--- src/rtl/game_pkg.sv ---
// Shared game constants: screen geometry, invalid-coordinate marker, pool size, direction encoding.
// Also holds the box-span test used by the pixel overlays.
package game_pkg;

    localparam int          SCREEN_W      = 640;
    localparam int          SCREEN_H      = 480;
    localparam logic [9:0]  INVALID_COORD = 10'h3FF;
    localparam int          NUM_BULLETS   = 4;

    typedef enum logic {
        DIR_RIGHT = 1'b0,
        DIR_LEFT  = 1'b1
    } dir_e;

    // Half-open span test done in 11 bits so lo+len never wraps.
    function automatic logic in_span(input logic [9:0] p, input logic [9:0] lo, input logic [10:0] len);
        return ({1'b0, p} >= {1'b0, lo}) && ({1'b0, p} < ({1'b0, lo} + len));
    endfunction

endpackage

--- src/rtl/bullet_slot.sv ---
// One bullet slot: active/dir/x/y state, per-frame move with edge retire, spawn load port, pixel hit.
// State updates on the tick cycle; hit_o is combinational; no backpressure.
module bullet_slot
    import game_pkg::*;
#(
    parameter int SPEED    = 8,
    parameter int BULLET_W = 4,
    parameter int BULLET_H = 4
) (
    input  logic       clk,
    input  logic       rst,
    input  logic       tick_i,
    input  logic       load_i,
    input  logic [9:0] load_x_i,
    input  logic [9:0] load_y_i,
    input  logic       load_dir_i,
    input  logic [9:0] col_i,
    input  logic [9:0] row_i,
    output logic       active_o,
    output logic [9:0] x_o,
    output logic [9:0] y_o,
    output logic       hit_o
);

    localparam logic [10:0] RETIRE_X = 11'(SCREEN_W - BULLET_W);

    logic        active_q, active_d;
    dir_e        dir_q, dir_d;
    logic [9:0]  x_q, x_d;
    logic [9:0]  y_q, y_d;
    logic [10:0] x_fwd;
    logic [9:0]  x_back;

    assign x_fwd  = {1'b0, x_q} + 11'(SPEED);
    assign x_back = x_q - 10'(SPEED);

    always_comb begin
        active_d = active_q;
        dir_d    = dir_q;
        x_d      = x_q;
        y_d      = y_q;
        if (tick_i && active_q) begin
            if (dir_q == DIR_RIGHT) begin
                if (x_fwd >= RETIRE_X) begin
                    active_d = 1'b0;
                    x_d      = INVALID_COORD;
                    y_d      = INVALID_COORD;
                end else begin
                    x_d = x_fwd[9:0];
                end
            end else begin
                // Left mover retires before it could underflow past column 0.
                if ({1'b0, x_q} < 11'(SPEED)) begin
                    active_d = 1'b0;
                    x_d      = INVALID_COORD;
                    y_d      = INVALID_COORD;
                end else begin
                    x_d = x_back;
                end
            end
        end else if (load_i) begin
            active_d = 1'b1;
            dir_d    = dir_e'(load_dir_i);
            x_d      = load_x_i;
            y_d      = load_y_i;
        end
    end

    always_ff @(posedge clk or negedge rst) begin
        if (!rst) begin
            active_q <= 1'b0;
            dir_q    <= DIR_RIGHT;
            x_q      <= INVALID_COORD;
            y_q      <= INVALID_COORD;
        end else begin
            active_q <= active_d;
            dir_q    <= dir_d;
            x_q      <= x_d;
            y_q      <= y_d;
        end
    end

    assign active_o = active_q;
    assign x_o      = active_q ? x_q : INVALID_COORD;
    assign y_o      = active_q ? y_q : INVALID_COORD;
    assign hit_o    = active_q && in_span(col_i, x_q, 11'(BULLET_W)) && in_span(row_i, y_q, 11'(BULLET_H));

endmodule

--- src/rtl/bullet_ctrl.sv ---
// Bullet pool: shoot capture, spawn cooldown, lowest-free-slot spawn, per-frame advance, pixel overlay.
// Spawn/move on frame_tick (visible 1 clk later), overlay 0 latency; no backpressure, dropped shots are lost. Option: BULLET_AUTOFIRE_EN.
module bullet_ctrl
    import game_pkg::*;
#(
    parameter int          NUM_BULLETS = game_pkg::NUM_BULLETS,
    parameter int          SPEED       = 8,
    parameter int          COOLDOWN    = 6,
    parameter int          BULLET_W    = 4,
    parameter int          BULLET_H    = 4,
    parameter int          SPAWN_DX    = 16,
    parameter int          SPAWN_DY    = 12,
    parameter logic [11:0] BULLET_RGB  = 12'h000
) (
    input  logic                      clk,
    input  logic                      rst,
    input  logic                      frame_tick,
    input  logic                      shoot,
    input  logic [9:0]                kid_x,
    input  logic [9:0]                kid_y,
    input  logic                      kid_dir,
    input  logic [9:0]                col,
    input  logic [9:0]                row,
    output logic [NUM_BULLETS*10-1:0] bullet_x,
    output logic [NUM_BULLETS*10-1:0] bullet_y,
    output logic [NUM_BULLETS-1:0]    active,
    output logic                      is_bullet,
    output logic [11:0]               bullet_rgb
);

    localparam int          CW          = (COOLDOWN < 1) ? 1 : $clog2(COOLDOWN + 1);
    localparam logic [10:0] SPAWN_X_MAX = 11'(SCREEN_W - BULLET_W);

    logic                   shoot_d_q, shoot_d_d;
    logic                   pending_q, pending_d;
    logic [CW-1:0]          cooldown_q, cooldown_d;
    logic                   shot_req;
    logic                   shot_now;
    logic [NUM_BULLETS-1:0] free_oh;
    logic                   free_vld;
    logic [NUM_BULLETS-1:0] load_vec;
    logic [NUM_BULLETS-1:0] hit;
    dir_e                   spawn_dir;
    logic [10:0]            spawn_x_wide;
    logic [9:0]             spawn_y;
    logic                   spawn_x_ok;
    logic                   spawn_go;

`ifdef BULLET_AUTOFIRE_EN
    assign shot_req = shoot;
`else
    assign shot_req = shoot & ~shoot_d_q;
`endif

    // A request arriving on the tick cycle itself is honoured on that tick.
    assign shot_now = pending_q | shot_req;

    assign spawn_dir    = dir_e'(kid_dir);
    assign spawn_x_wide = (spawn_dir == DIR_LEFT) ? ({1'b0, kid_x} - 11'(BULLET_W))
                                                  : ({1'b0, kid_x} + 11'(SPAWN_DX));
    // Underflow on a left spawn wraps high in 11 bits, so one upper bound covers both sides.
    assign spawn_x_ok   = (spawn_x_wide <= SPAWN_X_MAX);
    assign spawn_y      = kid_y + 10'(SPAWN_DY);

    always_comb begin
        free_oh  = '0;
        free_vld = 1'b0;
        for (int i = 0; i < NUM_BULLETS; i++) begin
            if (!active[i] && !free_vld) begin
                free_oh[i] = 1'b1;
                free_vld   = 1'b1;
            end
        end
    end

    assign spawn_go = frame_tick && shot_now && (cooldown_q == '0) && free_vld && spawn_x_ok;
    assign load_vec = spawn_go ? free_oh : '0;

    always_comb begin
        shoot_d_d  = shoot;
        pending_d  = frame_tick ? 1'b0 : shot_now;
        cooldown_d = cooldown_q;
        if (frame_tick) begin
            if (spawn_go) begin
                cooldown_d = CW'(COOLDOWN);
            end else if (cooldown_q != '0) begin
                cooldown_d = cooldown_q - 1'b1;
            end
        end
    end

    always_ff @(posedge clk or negedge rst) begin
        if (!rst) begin
            shoot_d_q  <= 1'b0;
            pending_q  <= 1'b0;
            cooldown_q <= '0;
        end else begin
            shoot_d_q  <= shoot_d_d;
            pending_q  <= pending_d;
            cooldown_q <= cooldown_d;
        end
    end

    for (genvar g = 0; g < NUM_BULLETS; g++) begin : g_slot
        bullet_slot #(
            .SPEED    (SPEED),
            .BULLET_W (BULLET_W),
            .BULLET_H (BULLET_H)
        ) u_slot (
            .clk        (clk),
            .rst        (rst),
            .tick_i     (frame_tick),
            .load_i     (load_vec[g]),
            .load_x_i   (spawn_x_wide[9:0]),
            .load_y_i   (spawn_y),
            .load_dir_i (kid_dir),
            .col_i      (col),
            .row_i      (row),
            .active_o   (active[g]),
            .x_o        (bullet_x[g*10 +: 10]),
            .y_o        (bullet_y[g*10 +: 10]),
            .hit_o      (hit[g])
        );
    end

    assign is_bullet  = |hit;
    assign bullet_rgb = BULLET_RGB;

endmodule
--- config.mk ---
export PLATFORM = sky130hd
export DESIGN_NAME = bullet_ctrl
export DESIGN_NICKNAME = d
export VERILOG_FILES = /design/src/rtl/game_pkg.sv /design/src/rtl/bullet_slot.sv /design/src/rtl/bullet_ctrl.sv
export SDC_FILE = /design/constraint.sdc
export NUM_CORES = 1
export LEC_CHECK = 0
export BUFFER_PORTS_ARGS = -buffer_cell sky130_fd_sc_hd__buf_2
export CELL_PAD_IN_SITES_DETAIL_PLACEMENT = 1
export CELL_PAD_IN_SITES_GLOBAL_PLACEMENT = 2
export CORE_UTILIZATION = 35
export DETAILED_ROUTE_END_ITERATION = 6
export GPL_ROUTABILITY_DRIVEN = 0
export MAX_ROUTING_LAYER = met4
export PLACE_DENSITY_LB_ADDON = 0.1
export SETUP_SLACK_MARGIN = 0.15
export SYNTH_ARGS = -nofsm -noshare
export SYNTH_HDL_FRONTEND = slang
export SYNTH_SLANG_ARGS = --single-unit
--- constraint.sdc ---
create_clock -name clk -period 3.8 [get_ports clk]
set_input_delay 0 -clock clk [delete_from_list [all_inputs] [get_ports clk]]
set_output_delay 0 -clock clk [all_outputs]
set_load 0.02 [all_outputs]
# == After elaboration in Yosys (flattened, before gate mapping) ==
# Index checks and enable logic that the tools add are counted.
# word_totals
output_inout_bits,97
reg_bits,93
in_bits,45
wordCells,208
# classes
order_cmp,25
muxes,80
bitwise,7
add_sub_neg,20
eq_ne,8
reduce_logical,49
# op_table
operator,n
10-bit 2-to-1 mux,48
"10-bit by 3-bit adder with 11-bit output, second input constant",8
10-bit by 11-bit < comparator with 1-bit output,8
10-bit greater-or-equal comparator,8
"10-bit by 4-bit adder with 11-bit output, second input constant",4
"11-bit by 10-bit greater-or-equal comparator with 1-bit output, second input constant",4
"10-bit by 4-bit < comparator with 1-bit output, second input constant",4
"10-bit by 4-bit subtractor with 10-bit output, second input constant",4
1-bit 2-to-1 mux,28
1-bit logical AND,27
"3-bit by 2-bit != test with 1-bit output, second input constant",4
"3-bit != test, second input constant",4
3-bit AND reduction,4
"10-bit by 5-bit adder with 11-bit output, second input constant",1
"11-bit by 10-bit <= comparator with 1-bit output, second input constant",1
11-bit 2-to-1 mux,1
"10-bit by 3-bit subtractor with 11-bit output, second input constant",1
"10-bit by 4-bit adder with 10-bit output, second input constant",1
2-bit AND reduction,5
2-bit nonzero test,5
3-bit 2-to-1 mux,2
1-bit logical NOT,5
1-bit NOT,5
4-bit 2-to-1 mux,1
6 further kinds,6

# == Longest topological paths before layout ==
# depth
word_depth,14
mapped_depth,12
mapped_depth_nobuf,12

# == By module ==
# Synthesis repeated with hierarchy kept, for this count alone.
# unflattened
hier_cells,1227
hier_area_um2,10578.9
# modules_own_cells
module,area_each_um2,n_inst,seq_area_each_um2,cells_each
bullet_slot (g_slot[0].u_slot ...),2428.6,3,575.6,280
bullet_slot (g_slot[3].u_slot),2432.3,1,575.6,280
bullet_ctrl,860.8,1,125.1,107

# == Worst setup path after synthesis ==
# OpenSTA, ideal clock, no wires.
# synth_timing
kind,register to register
from,register g_slot[2].u_slot.x_q[4]
to,register g_slot[2].u_slot.y_q[7]
arrival_ps,2804
stages_incl_launch_ff,13
setup_time_ps,73
period_less_slack_ps,2877
setup_slack_ps,923
path_buffers,2
t_required_ps,3727
cell_sequence,dfstp_2 buf_2 inv_1 ha_1 nand4bb_1 a221oi_2 o21ai_1 a221o_1 a211oi_2 o311ai_2 buf_2 and3_1 a21oi_1
# synth_via
elab_chain_len,4
elab_cells_between_ends,6
classes_between,add/sub (1); order compare (2); eq/ne (2); reduce/logical (1)
# synth_rtl
item,line,source
from (decl),bullet_slot.sv:29,"logic [9:0] x_q, x_d;"
from (signal assigned),bullet_slot.sv:73,x_q <= INVALID_COORD;
from (signal assigned),bullet_slot.sv:78,x_q <= x_d;
10-bit by 4-bit adder with 11-bit output,bullet_slot.sv:34,"assign x_fwd = {1'b0, x_q} + 11'(SPEED);"
11-bit by 10-bit greater-or-equal comparator with 1-bit output,bullet_slot.sv:44,if (x_fwd >= RETIRE_X) begin
3-bit by 2-bit != test with 1-bit output (no source line),n/a,
3-bit AND reduction (no source line) (*),n/a,
to (signal assigned),bullet_slot.sv:79,y_q <= y_d;
to (decl),bullet_slot.sv:30,"logic [9:0] y_q, y_d;"
# Every way passes the cells marked *; elsewhere a longest branch is shown, timed or not.
# A chain may end at the register's enable or synchronous reset.

# == Worst setup path in the final report ==
# layout_timing
from,register g_slot[2].u_slot.x_q[4]
to,output is_bullet
# layout_via
elab_chain_len,6
elab_cells_between_ends,7
classes_between,add/sub (1); order compare (2); reduce/logical (4)
# layout_rtl
item,line,source
10-bit by 3-bit adder with 11-bit output,game_pkg.sv:17,"return ({1'b0, p} >= {1'b0, lo}) && ({1'b0, p} < ({1'b0, lo} + len));"
10-bit by 11-bit < comparator with 1-bit output,game_pkg.sv:17,
1-bit logical AND (*),game_pkg.sv:17,
1-bit logical AND (*) (2 in a row),bullet_slot.sv:86,"assign hit_o = active_q && in_span(col_i, x_q, 11'(BULLET_W)) && in_span(row_i, y_q, 11'(BULLET_H));"
4-bit OR reduction (*),bullet_ctrl.sv:126,assign is_bullet = |hit;
to (decl),bullet_ctrl.sv:27,"output logic is_bullet,"
# Marked as above.

==> impl_results.rst <==
.. list-table::
   :header-rows: 1

   * - Metric
     - Value
   * - Clock network power share
     - 12.5%
   * - Global router's overall resource usage
     - 25.46%
   * - Nets
     - 1626
   * - Leakage power summed over all cells
     - ~0.0052 uW
   * - Average cell area after synthesis
     - 8.034 um2
   * - Number of buffers and inverters on the critical path
     - 1
   * - Total detailed-routing wirelength
     - 37.68 mm
   * - Leading cell types in the layout, fill and taps excluded
     - 172 x sky130_fd_sc_hd__ha_1, 164 x sky130_fd_sc_hd__nand2_1, 128 x sky130_fd_sc_hd__buf_2
   * - Starting utilization of the core area
     - 35.52%
   * - Sw Pwr
     - 3633 uW
   * - Combinational fraction of design power
     - 59.6%
   * - Number of flops mapped to enable cells by yosys
     - 0
   * - Upper clock frequency limit
     - approximately 290 MHz
   * - Antenna violations before repair
     - 2
   * - Sink Count
     - 93
   * - Post-synthesis sequential element count
     - 93
   * - Met1 wire length
     - 18.31 mm
   * - Cell area power density
     - 628.9 nW/um2
   * - IO Port Bufs
     - 129
   * - Worst Setup Start Kind
     - flop
   * - Number of global-route vias before repair
     - about 10k
   * - Slew Limit Fails
     - 0
   * - Clk_skew
     - roughly 0.0086 ns
   * - Unrepaired setup endpoints after global routing
     - false
   * - Number of routed nets with antenna violations
     - 0
   * - CP Capture Type
     - primary output
   * - Crit path cell chain
     - ha_4 -> and3_2 -> nand2_1 -> nor2_1 -> nand2_1 -> xnor2_1 -> ha_1 -> nor4_1 -> a211oi_1 -> a2111o_1 -> o221ai_1 -> buf_2
   * - Max incr delay on CP
     - 0.64 ns
   * - Clock tree from TritonCTS
     - done
   * - H-Tree Depth
     - 3
   * - Internal portion of total power
     - 3829 uW
   * - Global-route wire length before repair
     - 58.40 mm
   * - Class of the most critical setup path
     - flop to primary output
   * - Count of standard-cell rows
     - 63
   * - CP Data Arrival Time
     - 3.41 ns
   * - Post-placement cell area
     - 11470 um2
   * - Slew at the pin closest to its max-slew limit
     - 0.9022 ns
   * - Layout cell share with drive strength beyond 1
     - 19.26%
   * - DR vias/cell
     - 5.519
   * - Height of the die
     - roughly 180 um
   * - Clock latency on the worst-skew pair
     - 0.36 ns
   * - Crit path required time
     - approximately 3.8 ns
   * - Most instantiated flip-flop cell in the synthesis netlist
     - sky130_fd_sc_hd__dfstp_2
   * - Warning count from the yosys run
     - 0
   * - Synth area leaders
     - sky130_fd_sc_hd__ha_1 21%, sky130_fd_sc_hd__dfstp_2 20%, sky130_fd_sc_hd__nand2_1 5.9%
   * - Routed WL per cell
     - 20.89 um
   * - Die span in x
     - 175.2 um
   * - Final design area excluding fillers
     - 11870 um2
   * - Setup violators final
     - 0
   * - Post-Synthesis Cell Area
     - 10500 um2
   * - Share of the clock period used by the worst path after layout
     - about 90%
   * - Distinct cell type count of the synthesized netlist
     - 79
   * - Area grow syn2layout
     - 13.00%
   * - Final Hold Viols
     - 0
   * - Wire length on met2
     - between 15 and 20 mm
   * - Pin count of the biggest net entering global routing
     - 64
   * - Post-DP HPWL
     - between 20 and 30 mm
   * - Relative slew slack
     - between 30 and 40%
   * - Largest buffer count on any clock path
     - 2
   * - Number of filler cells placed in the layout
     - 3649
   * - Total negative slack
     - 0 ns
   * - Via count
     - 9957
   * - Core Region
     - between 20000 and 30000 um2
   * - Global-route congestion overflow total
     - 0
   * - Initial DRT Pass Iterations
     - 5
   * - Sequential power share
     - around 28%
   * - DRC errors left
     - 0
   * - Clock-pin slew on the worst setup and hold paths
     - 0.07 ns
   * - Register area share after synthesis
     - a little under a quarter
   * - Total I/O pin count
     - around 140
   * - Uppermost metal layer occupied by signal nets
     - met4
   * - Detailed route wirelength on metal3
     - 1.027 mm
   * - Max-cap check violation count
     - 0
   * - Count of mapped cells out of synthesis
     - between 1k and 1.5k
   * - Fraction of registers with async set or reset after synthesis
     - 100.0%
   * - Crit-path slowest cell
     - sky130_fd_sc_hd__dfstp_2
   * - Fraction of power spent switching nets
     - 48.69%
   * - Synth area leader
     - sky130_fd_sc_hd__ha_1
   * - Result of the run
     - complete, no violations
   * - Yosys top cell area share
     - around a fifth
   * - Most common cell after layout, fill and taps aside
     - sky130_fd_sc_hd__ha_1
   * - Worst VDD drop
     - 303.2 uV
   * - TritonCTS buffer count
     - 9
   * - Min cycle time layout
     - ~3.4 ns
   * - Die Outline Area
     - 30700 um2
   * - Kind of cell with the highest combined delay on the critical path
     - simple AND/OR/NAND/NOR gates
   * - Initial DRC count
     - 550
   * - Min-Delay Path Class
     - primary input to flop
   * - Most numerous cell on the critical path
     - sky130_fd_sc_hd__nand2_1
   * - Clock Root Buffer
     - sky130_fd_sc_hd__clkbuf_16
   * - Maximum fanout count along the critical path
     - 9
power groups by stage:
stage	Clock (uW)	Combinational (uW)	Sequential, uW
2_1_floorplan	0	3420	1710
3_3_place_gp	0	4300	2090
3_5_place_dp	0	4410	2090
4_1_cts	960	4450	2080
5_1_grt	990	5000	2150
6_report	932	4440	2090
layer usage:
metal	up-vias	GRT usage, %
li1	4880	-
met3	28	2.241
met2	153	41.83
met1	4896	34.20
met5	-	-
met4	0	4.710
kinds of logic (layout without fill, tap and decap cells):
logic type / after synthesis / after routing / synth area share, %
adder cells (fa/ha/maj): 174 / 174 / 20.73
XOR/XNOR: 73 / 73 / 6.089
other: 1 / 14 / 0.03571
multiplexers: 11 / 11 / 1.072
AND/OR/NAND/NOR: 437 / 437 / 19.94
buffers and inverters: 178 / 272 / 7.185
AO/OA/AOI/OAI: 340 / 340 / 21.83
flip-flops: 93 / 93 / 23.12
area by class of cell:
class | instances | area, um2 | area share [%]
multi-input cells | 1047 | 7396 | 62.33
repair buffers | 159 | 890.9 | 7.508
inverters | 97 | 364.1 | 3.069
diodes | 2 | 5.005 | 0.04218
clock inverters | 5 | 41.29 | 0.3480
well taps | 390 | 488.0 | 4.113
clock buffers | 11 | 252.7 | 2.130
flip-flops and latches | 93 | 2427 | 20.46
worst min-delay path: stages:
cell	delay [ns]
sky130_fd_sc_hd__buf_2	0.21
sky130_fd_sc_hd__nand2_1	0.10
sky130_fd_sc_hd__o21ai_0	0.08
synthesized netlist by cell type (10+ instances only):
cell type	n
sky130_fd_sc_hd__a2111oi_0	11
sky130_fd_sc_hd__a211o_1	12
sky130_fd_sc_hd__a21oi_1	77
sky130_fd_sc_hd__a22oi_1	13
sky130_fd_sc_hd__a31oi_1	11
sky130_fd_sc_hd__and3_1	17
sky130_fd_sc_hd__buf_2	15
sky130_fd_sc_hd__buf_4	18
sky130_fd_sc_hd__clkbuf_1	42
sky130_fd_sc_hd__dfrtp_1	13
sky130_fd_sc_hd__dfstp_2	80
sky130_fd_sc_hd__ha_1	174
sky130_fd_sc_hd__inv_1	97
sky130_fd_sc_hd__nand2_1	164
sky130_fd_sc_hd__nand2b_1	21
sky130_fd_sc_hd__nand3_1	55
sky130_fd_sc_hd__nor2_1	74
sky130_fd_sc_hd__nor2b_1	12
sky130_fd_sc_hd__nor3_1	36
sky130_fd_sc_hd__nor4_1	13
sky130_fd_sc_hd__o211ai_1	23
sky130_fd_sc_hd__o21a_1	24
sky130_fd_sc_hd__o21ai_0	76
sky130_fd_sc_hd__o31ai_1	10
sky130_fd_sc_hd__xnor2_1	64
path summary, 6_finish.rpt:
kind / from / endpoint / slack (ns) / depth (start not counted)
min: kid_dir / g_slot[1].u_slot.dir_q / 0.09 / 3
min reg2reg: g_slot[0].u_slot.y_q[6] / g_slot[0].u_slot.y_q[6] / 0.51 / 2
max in group asynchronous: rst / g_slot[0].u_slot.x_q[3] / 2.46 / 3
max: g_slot[2].u_slot.x_q[4] / is_bullet / 0.39 / 12
max reg2reg: g_slot[3].u_slot.x_q[3] / g_slot[3].u_slot.y_q[5] / 0.63 / 9
min in group asynchronous: rst / shoot_d_q / 0.34 / 2
metrics by stage:
stage | util (%) | hold WS [ns] | worst slack [ns] | total power [uW] | instances
finish | 40.14 | 0.08662 | 0.3916 | 7462 | 1804
CTS | 40.02 | 0.07544 | 0.2299 | 7486 | 1802
global route | 40.14 | 0.09829 | 0.1695 | 8149 | 1804
floorplan | - | -0.2956 | 0.9233 | 5131 | 1318
global placement | 38.79 | 0.1224 | 0.6540 | 6389 | 1779
detailed placement | 38.79 | 0.1268 | 0.6225 | 6497 | 1779
flip-flops by register name, summed over array words and instances (netlist names):
name / flops
shoot_d_q: 1
cooldown_q: 3
g_slot.u_slot.x_q: 40
pending_q: 1
g_slot.u_slot.active_o: 4
g_slot.u_slot.dir_q: 4
g_slot.u_slot.y_q: 40
timing repair:
action | in CTS | in global routing
gates resized for setup | 0 | 7
setup endpoints to repair | 0 | 1
setup buffers | 0 | 0
hold endpoints to repair | 29 | 0
hold buffers | 7 | 0
No activity file was read; power rests on OpenSTA's default activity.
